<file path="src/rtl/mux_scan_nto1.sv">
// Registered N:1 channel mux with direct-select and timed scan modes.
// Optional macro CH_MASK_EN adds a ch_mask input restricting which channels are legal/visited.
module mux_scan_nto1 #(
    parameter  int N_CH  = 16,
    parameter  int WIDTH = 1,
    parameter  int DWELL = 1,
    localparam int SEL_W = $clog2(N_CH)
) (
    input  logic                  clk,
    input  logic                  rst_n,
    input  logic [N_CH*WIDTH-1:0] in,
    input  logic [SEL_W-1:0]      sel,
    input  logic                  mode,
    input  logic                  en,
`ifdef CH_MASK_EN
    input  logic [N_CH-1:0]       ch_mask,
`endif
    output logic [WIDTH-1:0]      out,
    output logic                  out_valid,
    output logic [SEL_W-1:0]      cur_ch,
    output logic                  wrap,
    output logic                  sel_err,
    output logic [1:0]            dbg_state
);

    localparam int DW_W = $clog2(DWELL + 1);

    typedef enum logic [1:0] {
        IDLE   = 2'd0,
        DIRECT = 2'd1,
        SCAN   = 2'd2
    } state_e;

    state_e            state_q;
    logic [WIDTH-1:0]  out_q;
    logic              valid_q;
    logic [SEL_W-1:0]  cur_ch_q;
    logic              wrap_q;
    logic              sel_err_q;
    logic [DW_W-1:0]   dwell_q;

    logic [N_CH-1:0]   mask_w;
    logic [SEL_W-1:0]  first_ch;
    logic              first_found;
    logic [SEL_W-1:0]  adv_ch_d;
    logic              adv_found;
    logic              adv_wrap_d;
    logic              any_en;
    logic              sel_legal;
    logic              sel_en;

`ifdef CH_MASK_EN
    assign mask_w = ch_mask;
`else
    assign mask_w = '1;
`endif

    function automatic logic [WIDTH-1:0] pick(input logic [N_CH*WIDTH-1:0] v,
                                              input logic [SEL_W-1:0]      idx);
        pick = '0;
        for (int k = 0; k < N_CH; k++) begin
            if (int'(idx) == k) pick = v[k*WIDTH +: WIDTH];
        end
    endfunction

    // Lowest enabled channel, and next enabled channel strictly above cur_ch.
    // When nothing lies above, the scan wraps to the lowest enabled channel.
    always_comb begin
        first_ch    = '0;
        first_found = 1'b0;
        adv_ch_d    = '0;
        adv_found   = 1'b0;
        sel_en      = 1'b0;
        for (int k = 0; k < N_CH; k++) begin
            if (mask_w[k] && !first_found) begin
                first_ch    = SEL_W'(k);
                first_found = 1'b1;
            end
            if (mask_w[k] && !adv_found && (k > int'(cur_ch_q))) begin
                adv_ch_d  = SEL_W'(k);
                adv_found = 1'b1;
            end
            if (int'(sel) == k) sel_en = mask_w[k];
        end
        if (!adv_found) adv_ch_d = first_ch;
        adv_wrap_d = !adv_found;
    end

    assign any_en    = |mask_w;
    assign sel_legal = int'(sel) < N_CH;

    always_ff @(posedge clk) begin
        if (!rst_n) begin
            state_q   <= IDLE;
            out_q     <= '0;
            valid_q   <= 1'b0;
            cur_ch_q  <= '0;
            wrap_q    <= 1'b0;
            sel_err_q <= 1'b0;
            dwell_q   <= '0;
        end else if (!en) begin
            state_q   <= IDLE;
            valid_q   <= 1'b0;
            wrap_q    <= 1'b0;
            sel_err_q <= 1'b0;
            dwell_q   <= '0;
        end else if (!mode) begin
            state_q <= DIRECT;
            dwell_q <= '0;
            wrap_q  <= 1'b0;
            if (sel_en) begin
                out_q     <= pick(in, sel);
                cur_ch_q  <= sel;
                valid_q   <= 1'b1;
                sel_err_q <= 1'b0;
            end else begin
                // Masked-but-legal selects read as zero without flagging an error.
                out_q     <= '0;
                valid_q   <= 1'b0;
                sel_err_q <= !sel_legal;
            end
        end else begin
            state_q   <= SCAN;
            sel_err_q <= 1'b0;
            if (!any_en) begin
                valid_q <= 1'b0;
                wrap_q  <= 1'b0;
                dwell_q <= '0;
            end else if (state_q != SCAN) begin
                cur_ch_q <= first_ch;
                out_q    <= pick(in, first_ch);
                dwell_q  <= '0;
                valid_q  <= 1'b1;
                wrap_q   <= 1'b0;
            end else if (dwell_q == DW_W'(DWELL - 1)) begin
                cur_ch_q <= adv_ch_d;
                out_q    <= pick(in, adv_ch_d);
                dwell_q  <= '0;
                valid_q  <= 1'b1;
                wrap_q   <= adv_wrap_d;
            end else begin
                out_q   <= pick(in, cur_ch_q);
                dwell_q <= dwell_q + DW_W'(1);
                valid_q <= 1'b1;
                wrap_q  <= 1'b0;
            end
        end
    end

    assign out       = out_q;
    assign out_valid = valid_q;
    assign cur_ch    = cur_ch_q;
    assign wrap      = wrap_q;
    assign sel_err   = sel_err_q;
    assign dbg_state = state_q;

endmodule

</file>
<file path="config.mk">
export PLATFORM = sky130hd
export DESIGN_NAME = mux_scan_nto1
export DESIGN_NICKNAME = d
export VERILOG_FILES = /design/src/rtl/mux_scan_nto1.sv
export SDC_FILE = /design/constraint.sdc
export NUM_CORES = 1
export LEC_CHECK = 0
export CAP_MARGIN = 15
export CORE_AREA = 4 4 50 63
export DETAILED_ROUTE_END_ITERATION = 6
export DIE_AREA = 0 0 54 67
export HOLD_SLACK_MARGIN = 0.08
export PLACE_DENSITY = 0.77
export SYNTH_ARGS = -nofsm -noshare
export SYNTH_HDL_FRONTEND = slang
export SYNTH_SLANG_ARGS = --single-unit
</file>
<file path="constraint.sdc">
create_clock -name clk -period 2.6 [get_ports clk]
set_clock_uncertainty 0.05 [all_clocks]
set_input_delay 0.52 -clock clk [delete_from_list [all_inputs] [get_ports clk]]
set_output_delay 0.52 -clock clk [all_outputs]
set_load 0.01 [all_outputs]
</file>
==> flow_metrics.env <==
export IMPL_min_period_over_period_pct=89.64
export IMPL_hold_class="reg2reg"
export IMPL_cp_max_fo=14
export IMPL_overflow=0
export IMPL_worst_ir_drop_vdd_mv=0.2155
export IMPL_p_per_area_nw_per_um2=352.3
export IMPL_clockBufferDepth=2
export IMPL_p_sw_mw=0.1800
export IMPL_drt_total_wl_um=3380
export IMPL_wire_per_inst_um=16.41
export IMPL_share_comb_of_total_power_pct=42.1
export IMPL_fillerInstances=230
export IMPL_netlist_instances=140
export IMPL_yosys_top_cells_count="11 x nand2_1, 10 x dfxtp_1, 10 x inv_1, 10 x nor2_1, 8 x a21oi_1"
export IMPL_cts_sinks=10
export IMPL_synth_area_um2=1171
export IMPL_fin_total_pwr_mw=0.5448
export IMPL_yosysUniqueCellTypes=50
export IMPL_finalWeightedCongestion=0.8982
export IMPL_die_area_um2=3618
export IMPL_p_leak_nw=0.6088
export IMPL_tns_ps=0
export IMPL_seqPwrFrac_pct=32.2
export IMPL_slew_violations=0
export IMPL_slew_headroom_pct=64.25
export IMPL_synth_edf_count=0
export IMPL_swShare_pct=33.03
export IMPL_critical_path_slowest_cell="dfxtp_1"
export IMPL_std_cell_rows=21
export IMPL_start_kind="register"
export IMPL_drt_iter0_drc=86
export IMPL_grt_pass1_vias=1181
export IMPL_ys_seq_area_share_pct=17.09
export IMPL_io_buffers=32
export IMPL_cp_depth=8
export IMPL_worst_pin_slew_ps=535.5
export IMPL_cp_slowest_stage_delay_ps=530
export IMPL_dp_hpwl_um=2730
export IMPL_grt_pass1_wl_um=5409
export IMPL_area_growth_pct=32.05
export IMPL_coreArea_um2=2601
export IMPL_yosys_top_cells_area="dfxtp_1 17%, mux4_2 7.7%, ha_1 6.4%, a221oi_2 5.1%, a211oi_1 3.8%"
export IMPL_cts_root_buf="clkbuf_4"
export IMPL_holdBufCountCts=0
export IMPL_grt_max_degree=16
export IMPL_yosysWarnings=0
export IMPL_status="completed"
export IMPL_hold_depth=3
export IMPL_yosys_cell_count_top_type="nand2_1"
export IMPL_cap_violations=0
export IMPL_synth_top_cell_by_area="dfxtp_1"
export IMPL_vias=1284
export IMPL_drive_gt1_share_pct=14.53
export IMPL_start_util_pct=45.02
export IMPL_die_h_um=67
export IMPL_setup_viol=0
export IMPL_drc=0
export IMPL_critPathCaptureType="register"
export IMPL_antenna_found_initial=0
export IMPL_crit_buf_inv=1
export IMPL_clkPwrFrac_pct=25.7
export IMPL_ant_nets=0
export IMPL_chipWidth_um=54
export IMPL_antennaDiodeCount=0
export IMPL_critical_path_class="reg2reg"
export IMPL_track_usage_pct=19.94
export IMPL_syn_area_per_cell_um2=8.365
export IMPL_synth_ff_type="dfxtp_1"
export IMPL_p_int_mw=0.3649
export IMPL_routed_via_density=6.233
export IMPL_cts_clk_slew_worst_paths_ps=70
export IMPL_cts_repair_resized=0
export IMPL_ios=34
export IMPL_clock_latency_ps=270
export IMPL_reg2reg_depth=8
export IMPL_post_cts_buffers=0
export IMPL_finalNetCount=203
export IMPL_first_pass_iters=4
export IMPL_path_cells="ha_1 -> buf_4 -> nor3b_1 -> a21oi_1 -> a211oi_1 -> o311ai_2 -> a31oi_1 -> a211oi_2"
export IMPL_async_flop_share_pct=0
export IMPL_hold_viol_final=0
export IMPL_period_needed_ps=2331
export IMPL_yosysTopAreaCellShare_pct=17.09
export IMPL_h_tree_depth=1
export IMPL_crit_required_ps=2700
export IMPL_post_route_util_pct=59.45
export IMPL_rsz0062_at_grt="false"
export IMPL_cts_tree="built"
export IMPL_cp_top_family="compound AO/OA/AOI/OAI gates"
export IMPL_fmax_mhz=429.1
export IMPL_worst_ep_arrival_time_ps=2430
export IMPL_cts_buffers=3
export IMPL_synth_seq_cells=10
==> routing by layer <==
metal / global-route usage (%) / part of all wire, % / vias up
met4: 7.477 / 2.9 / 0
met5: 0 / 0 / -
li1: - / - / 597
met1: 23.65 / 41 / 615
met3: 2.013 / 6.4 / 13
met2: 35.61 / 50 / 59
==> sequential cells by signal (all words and copies together), names as in the netlist <==
| register | flops |
|---|---|
| dbg_state | 2 |
| cur_ch | 4 |
| dwell_q | 1 |
| out_valid | 1 |
| out | 1 |
| wrap | 1 |
==> cell type report <==
class / instances / area, um2 / area share, %
Inverter: 10 / 37.54 / 2.427
Tap cell: 34 / 42.54 / 2.751
Clock buffer: 4 / 36.28 / 2.346
Timing Repair Buffer: 36 / 350.3 / 22.65
Multi-Input combinational cell: 112 / 879.6 / 56.88
Sequential cell: 10 / 200.2 / 12.95
==> cells in the final DEF (no fill, tap or decap), drive strengths merged, types with 2 or more instances in the layout <==
cell           count
clkdlybuf4s50     32
nor2              13
nand2             11
inv               10
dfxtp             10
a21oi              8
a221oi             8
a211oi             7
ha                 6
nor2b              6
o21ai              6
nand3b             4
mux4               4
o211a              4
buf                4
clkbuf             4
nand3              3
nor3b              2
mux2i              2
o211ai             2
o221ai             2
nor3               2
conb               2
nor4               2
a21boi             2
o311ai             2
==> cell families (layout without fill, tap and decap cells) <==
group,count (synthesis),after routing,share of synthesized area [%]
simple gates,48,48,23.61
flops,10,10,17.09
fa+ha+maj,6,6,6.410
other cells,1,2,0.3202
buf+inv,19,50,8.120
mux,6,6,9.402
compound gates,50,50,35.04
==> worst register-to-register path, cell delays in order, from the launching register on <==
cell      delay [ps]
dfxtp_1          530
ha_1             440
buf_4            270
nor3b_1          200
a21oi_1           60
a211oi_1         280
o311ai_2         120
a31oi_1          220
a211oi_2          50
==> power by group through the flow <==
| stage | Sequential, mW | Combinational, mW | Clock, mW |
|---|---|---|---|
| 2_1_floorplan | 0.179 | 0.138 | 0 |
| 3_3_place_gp | 0.178 | 0.222 | 0 |
| 3_5_place_dp | 0.178 | 0.227 | 0 |
| 4_1_cts | 0.175 | 0.228 | 0.143 |
| 5_1_grt | 0.177 | 0.250 | 0.146 |
| 6_report | 0.175 | 0.229 | 0.140 |
==> metrics by stage <==
step | hold WS [ps] | instances | worst slack, ps | cell area, um2
after floorplan | 450.5 | 141 | 484.0 | 1175
after global placement | 505.2 | 202 | 264.1 | 1510
after detailed placement | 527.1 | 202 | 213.9 | 1510
after CTS | 546.6 | 206 | 262.3 | 1546
after global routing | 571.0 | 206 | 39.33 | 1546
final | 537.9 | 206 | 269.3 | 1546
==> final timing paths <==
check         end    startpoint  slack [ps]
min          wrap  dbg_state[0]         540
max reg2reg   out     cur_ch[1]         270
max           out     cur_ch[1]         270
min reg2reg  wrap  dbg_state[0]         540
No activity file was read; power rests on OpenSTA's default activity.
